`src/rtl/mem_stage_lsu.sv`:
```
// mem_stage_lsu: M-stage load/store unit with lane alignment, block-RAM latency and a memory-mapped I/O channel
module mem_stage_lsu #(
    parameter int         ADDR_W    = 12,
    parameter int         MEM_LAT   = 1,
    parameter logic [3:0] IO_REGION = 4'h8,
    parameter int         IO_TMO    = 255
) (
    input  logic              clk,
    input  logic              rst_n,
    input  logic              req_valid,
    output logic              req_ready,
    input  logic [5:0]        req_op,
    input  logic [31:0]       req_addr,
    input  logic [31:0]       req_wdata,
    input  logic [4:0]        req_rd,
    output logic              resp_valid,
    output logic [31:0]       resp_rdata,
    output logic [4:0]        resp_rd,
    output logic              err,
    output logic              stall,
    output logic              mem_en,
    output logic [3:0]        mem_we,
    output logic [ADDR_W-1:0] mem_addr,
    output logic [31:0]       mem_din,
    input  logic [31:0]       mem_dout,
    output logic              io_valid,
    input  logic              io_ready,
    output logic              io_we,
    output logic [7:0]        io_addr,
    output logic [31:0]       io_wdata,
    input  logic              io_rvalid,
    input  logic [31:0]       io_rdata
);
    localparam logic [5:0] OP_LB  = 6'h20;
    localparam logic [5:0] OP_LH  = 6'h21;
    localparam logic [5:0] OP_LW  = 6'h23;
    localparam logic [5:0] OP_LBU = 6'h24;
    localparam logic [5:0] OP_LHU = 6'h25;
    localparam logic [5:0] OP_SB  = 6'h28;
    localparam logic [5:0] OP_SH  = 6'h29;
    localparam logic [5:0] OP_SW  = 6'h2B;
    localparam logic [7:0] LAT_LAST = 8'(MEM_LAT - 1);
    localparam logic [7:0] TMO_LAST = 8'(IO_TMO - 1);

    typedef enum logic [2:0] {IDLE, ISSUE, WAIT, IO_REQ, IO_WAIT, RESP} stateT;

    stateT       state;
    logic [5:0]  opR;
    logic [1:0]  offR;
    logic [4:0]  rdR;
    logic        storeR;
    logic [7:0]  cnt;
    logic        isByte, isHalf, isWord, isLoad, isStore, misaligned, isIo;
    logic [3:0]  weNext;
    logic [31:0] dinNext, loadData;
    logic [7:0]  byteSel;
    logic [15:0] halfSel;
    logic        unusedAddr;

    assign req_ready  = state == IDLE;
    assign stall      = ~req_ready;
    assign unusedAddr = ^req_addr[27:ADDR_W+2];

    // Classify the incoming opcode and pre-align store lanes/data
    always_comb begin
        isByte     = req_op == OP_LB || req_op == OP_LBU || req_op == OP_SB;
        isHalf     = req_op == OP_LH || req_op == OP_LHU || req_op == OP_SH;
        isWord     = req_op == OP_LW || req_op == OP_SW;
        isLoad     = req_op inside {OP_LB, OP_LH, OP_LW, OP_LBU, OP_LHU};
        isStore    = req_op inside {OP_SB, OP_SH, OP_SW};
        misaligned = (isHalf && req_addr[0]) || (isWord && |req_addr[1:0]);
        isIo       = req_addr[31:28] == IO_REGION;
        weNext     = isByte ? 4'b1000 >> req_addr[1:0] : isHalf ? (req_addr[1] ? 4'b0011 : 4'b1100) : 4'b1111;
        dinNext    = isByte ? {4{req_wdata[7:0]}} : isHalf ? {2{req_wdata[15:0]}} : req_wdata;
    end

    // Pick the addressed big-endian lane from RAM data and extend it
    always_comb begin
        byteSel  = offR[1] ? (offR[0] ? mem_dout[7:0] : mem_dout[15:8]) : (offR[0] ? mem_dout[23:16] : mem_dout[31:24]);
        halfSel  = offR[1] ? mem_dout[15:0] : mem_dout[31:16];
        loadData = opR == OP_LB  ? {{24{byteSel[7]}}, byteSel} :
                   opR == OP_LBU ? {24'b0, byteSel} :
                   opR == OP_LH  ? {{16{halfSel[15]}}, halfSel} :
                   opR == OP_LHU ? {16'b0, halfSel} : mem_dout;
    end

    // Transaction FSM; all outputs registered, pulses default low every cycle
    always_ff @(posedge clk or negedge rst_n) begin
        if (!rst_n) begin
            state      <= IDLE;
            opR        <= '0;
            offR       <= '0;
            rdR        <= '0;
            storeR     <= 1'b0;
            cnt        <= '0;
            resp_valid <= 1'b0;
            resp_rdata <= '0;
            resp_rd    <= '0;
            err        <= 1'b0;
            mem_en     <= 1'b0;
            mem_we     <= '0;
            mem_addr   <= '0;
            mem_din    <= '0;
            io_valid   <= 1'b0;
            io_we      <= 1'b0;
            io_addr    <= '0;
            io_wdata   <= '0;
        end else begin
            mem_en     <= 1'b0;
            mem_we     <= '0;
            err        <= 1'b0;
            resp_valid <= 1'b0;
            case (state)
                IDLE: if (req_valid && (isLoad || isStore)) begin
                    opR    <= req_op;
                    offR   <= req_addr[1:0];
                    rdR    <= req_rd;
                    storeR <= isStore;
                    if (misaligned || (isIo && !isWord)) begin
                        err <= 1'b1;
                    end else if (isIo) begin
                        state    <= IO_REQ;
                        io_valid <= 1'b1;
                        io_we    <= isStore;
                        io_addr  <= req_addr[7:0];
                        io_wdata <= req_wdata;
                        cnt      <= '0;
                    end else begin
                        state    <= ISSUE;
                        mem_en   <= 1'b1;
                        mem_we   <= isStore ? weNext : 4'b0;
                        mem_addr <= req_addr[ADDR_W+1:2];
                        mem_din  <= dinNext;
                    end
                end
                ISSUE: begin
                    state <= storeR ? IDLE : WAIT;
                    cnt   <= LAT_LAST;
                end
                WAIT: if (cnt == '0) begin
                    resp_valid <= 1'b1;
                    resp_rdata <= loadData;
                    resp_rd    <= rdR;
                    state      <= RESP;
                end else begin
                    cnt <= cnt - 8'd1;
                end
                IO_REQ: if (io_ready) begin
                    io_valid <= 1'b0;
                    cnt      <= '0;
                    state    <= io_we ? IDLE : IO_WAIT;
                end else if (cnt == TMO_LAST) begin
                    io_valid <= 1'b0;
                    err      <= 1'b1;
                    if (!io_we) begin
                        resp_valid <= 1'b1;
                        resp_rdata <= '0;
                        resp_rd    <= rdR;
                    end
                    state <= io_we ? IDLE : RESP;
                end else begin
                    cnt <= cnt + 8'd1;
                end
                IO_WAIT: if (io_rvalid) begin
                    resp_valid <= 1'b1;
                    resp_rdata <= io_rdata;
                    resp_rd    <= rdR;
                    state      <= RESP;
                end else if (cnt == TMO_LAST) begin
                    err        <= 1'b1;
                    resp_valid <= 1'b1;
                    resp_rdata <= '0;
                    resp_rd    <= rdR;
                    state      <= RESP;
                end else begin
                    cnt <= cnt + 8'd1;
                end
                RESP: state <= IDLE;
                default: state <= IDLE;
            endcase
        end
    end
endmodule

```
`config.mk`:
```
export PLATFORM = sky130hd
export DESIGN_NAME = mem_stage_lsu
export DESIGN_NICKNAME = d
export VERILOG_FILES = /design/src/rtl/mem_stage_lsu.sv
export SDC_FILE = /design/constraint.sdc
export NUM_CORES = 1
export LEC_CHECK = 0
export CAP_MARGIN = 20
export CORE_ASPECT_RATIO = 0.6
export CORE_MARGIN = 2
export CORE_UTILIZATION = 46
export DETAILED_ROUTE_END_ITERATION = 12
export PLACE_DENSITY = 0.81
export SYNTH_ARGS = -nofsm -noshare
export SYNTH_HDL_FRONTEND = slang
export SYNTH_SLANG_ARGS = --single-unit
```
`constraint.sdc`:
```
create_clock -name clk -period 2.8 [get_ports clk]
set_input_delay 0.84 -clock clk [delete_from_list [all_inputs] [get_ports clk]]
set_output_delay 0.84 -clock clk [all_outputs]
set_load 0.005 [all_outputs]
```
==> metrics.md <==
| Metric | Value |
|---|---|
| Clock tree buffer depth | `2` |
| DRC | `0` |
| Filler cells | `1259` |
| Largest net degree at the start of global routing | `between 60 and 70` |
| Final WL | `roughly 25000 um` |
| Post-Syn Nets | `900` |
| FMAX | `375 MHz` |
| Area leader, netlist | `dfrtp_1` |
| Worst-Skew Late Latency | `between 0.4 and 0.5 ns` |
| Synth Area in XOR/XNOR | `0.00111` |
| Metal3 WL | `2470 um` |
| FFs w/ async S/R, synth | `1.00` |
| EDFF count, synth | `0` |
| Initial Utilization | `0.477` |
| Status | `completed` |
| Worst Path Max Fanout | `4` |
| Total Nets Final | `around 1.2k` |
| Worst path cell trace | `or3_4, inv_2, clkdlybuf4s50_1` |
| Main area contributors after synthesis | `dfrtp_1 (49%), mux2_2 (9.7%), nand2_1 (5.5%)` |
| Critical path type | `flip-flop to output port` |
| Post-synthesis mux area share | `0.164` |
| Final hold vios | `0` |
| Final setup viols | `0` |
| PD cells | `938 nW/um^2` |
| Critical R2R Launch | `cnt[0]` |
| Post-Synth Simple-Gate Area | `0.148` |
| Final period util | `0.951` |
| Min cycle time layout | `2.66 ns` |
| Layout cells sized above 1 | `0.177` |
| Finished Layout Cells | `1270` |
| Die Height | `105 um` |
| Post-route ant nets | `0` |
| Hold Path Class | `input port to asynchronous set/reset pin` |
| Worst-Margin Slew | `1.06 ns` |
| Switching Power | `between 3 and 4 mW` |
| Global-route wire length before repair | `around 40000 um` |
| Crit start category | `flip-flop` |
| Cts bufs inserted | `17` |
| TritonRoute pass-1 iters | `5` |
| Part of the Yosys area used for sequential elements | `0.493` |
| Total GRT Usage | `0.274` |
| # rows | `36` |
| Synth Flop Type | `dfrtp_1` |
| Area Growth Syn to Fin | `47.3%` |
| Placed cells | `around 1.2k` |
| Clock Sink Count | `155` |
| Seq pwr share | `0.326` |
| Pint | `7.08 mW` |
| Cell Area, Placed | `roughly 11000 sq um` |
| Cell area after layout | `roughly 12000 sq um` |
| Switching Fraction | `0.349` |
| Most frequent cell after synthesis | `dfrtp_1` |
| Gate Count Post-Synth | `753` |
| Vias in the first global route | `slightly above 7k` |
| 1st-iter DRT viols | `599` |
| Met2 Routed Length | `between 10000 and 15000 um` |
| Clock Skew | `0.0194 ns` |
| Largest family of logic cells by synthesized area | `multiplexers` |
| DR vias | `7189` |
| Nature of the critical path endpoint | `output port` |
| Synth top cells by count | `dfrtp_1 (155), nand2_1 (115), mux2_2 (68)` |
| Post-synthesis cell area | `7860 sq um` |
| PortBufs | `261` |
| Ant diodes | `0` |
| CP max stage cell | `clkdlybuf4s50_1` |
| CTS tree | `built` |
| Share of the synthesized area in the top cell type | `0.493` |
| Pwr Total | `between 10 and 15 mW` |
| Top Metal Used | `met4` |
| Worst hold slack | `0.315 ns` |
| M1 wire length | `11100 um` |
| Maxcap violations | `0` |
| Yosys warnings | `0` |
| WL/cell | `a little under 20 um` |
| Reg2Reg Depth | `7` |
| Arr. time, crit path | `between 1.5 and 2 ns` |
| Worst R2R Setup Slack | `~0.38 ns` |
| I/O pins | `276` |
| Global placement routability congestion | `0.935` |
| Max-slew headroom | `0.291` |
| Clock share of power | `0.227` |
| Clock Pin Slew Worst Setup and Hold Paths | `0.07 ns` |
| Synth Area in Adders | `0.00477` |
| Die Wd | `173 um` |
| Crit path largest cell delay | `around 0.5 ns` |
| Die ar. | `around 18000 sq um` |
| Max-slew violation count | `0` |
| Drt via density | `5.66` |
| Reg-to-Reg End | `resp_rd[4]` |
| Max IR drop VDD | `0.431 mV` |
| Core area | `about 16000 sq um` |
| Initial antenna violation count | `0` |
| Leakage Power | `between 4 and 5 nW` |
| Synth Area per Inst | `around 10 sq um` |
| Worst EP required | `roughly 2.0 ns` |
| H-tree levels | `4` |
| FF+latch count, synth | `around 160` |
| Synth cell types | `a little over 70` |
| DP Wirelength | `18100 um` |
| GRT overflow | `0` |
| RSZ-0062 raised after global routing | `false` |
| Comb pwr share | `0.447` |
| Complex-gate fraction of the synthesized area | `0.148` |
| Root Driver | `clkbuf_16` |
cell usage in the layout, fill, tap and decap left out, types with 5 or more instances in the layout:
master,n
dfrtp_1,155
mux4_2,7
o22a_1,20
a221oi_1,7
nor2_1,48
inv_1,7
a211oi_1,6
nand2_1,115
mux2_1,5
nor2b_1,8
buf_4,48
clkbuf_16,17
mux2_2,68
inv_6,6
mux2i_1,31
nand4b_1,9
a21oi_1,59
clkdlybuf4s50_1,260
o21ai_0,38
nand3_1,17
buf_12,6
a31oi_1,19
layer usage:
metal	track usage	vias to the layer above
met2	0.408	364
met4	0.0666	0
met5	0	-
li1	-	3283
met3	0.0830	21
met1	0.392	3521
layout make-up:
class,count,area [sq um],share of cell area
well taps,228,285,0.0246
repair buffers,315,3090,0.267
clock buffers,18,439,0.0379
flip-flops and latches,155,3880,0.335
inverters,8,30.0,0.00259
multi-input cells,533,3670,0.317
clock inverters,13,180,0.0156
power by group through the flow:
stage	sequential [mW]	clock, mW	combinational [mW]
2_1_floorplan	3.46	0	2.50
3_3_place_gp	3.52	0	4.67
3_5_place_dp	3.57	0	4.78
4_1_cts	3.53	2.51	4.82
5_1_grt	3.65	2.59	5.26
6_report	3.54	2.47	4.86
logic make-up after synthesis:
logic type,count (synthesis)
AO/OA/AOI/OAI,181
XOR/XNOR,1
adder cells (fa/ha/maj),3
buffers and inverters,65
flip-flops,155
multiplexers,111
AND/OR/NAND/NOR,237
through the flow:
stage | setup WS (ns) | TNS, ns | util
after global routing | 0.0438 | 0 | 0.702
after floorplan | 0.305 | 0 | -
after global placement | -0.230 | -9.06 | 0.665
after detailed placement | -0.260 | -11.92 | 0.665
after CTS | 0.00394 | 0 | 0.702
final | 0.136 | 0 | 0.702
critical path, delay by kind of cell, from the launching register on:
family                 cells  cell delay, ns
buffers and inverters      2            0.61
and+or+nand+nor            1            0.43
DFF                        1            0.37
flip-flops by register name (all words and copies together) (netlist names):
name        cells
mem_en          1
rdR             5
mem_din        32
err             1
resp_rdata     32
io_we           1
resp_rd         5
io_wdata       32
state           3
opR             6
io_valid        1
storeR          1
io_addr         8
offR            2
mem_addr       12
cnt             8
resp_valid      1
mem_we          4
worst max path at each step:
| stage | endpoint | cells after the start | start |
|---|---|---|---|
| 6_report | req_ready | 3 | state[0] |
| 5_1_grt | req_ready | 3 | state[0] |
| 4_1_cts | req_ready | 3 | state[0] |
| 3_5_place_dp | io_wdata[20] | 6 | req_addr[29] |
| 3_3_place_gp | io_wdata[28] | 6 | req_addr[29] |
| 2_1_floorplan | io_addr[2] | 6 | req_addr[29] |
what timing repair did:
action / CTS / global route
resized for setup: 0 / 2
hold buffers: 0 / 0
endpoints found under the setup margin: 0 / 1
buffers inserted: 0 / 0
No activity file was read; power rests on OpenSTA's default activity.
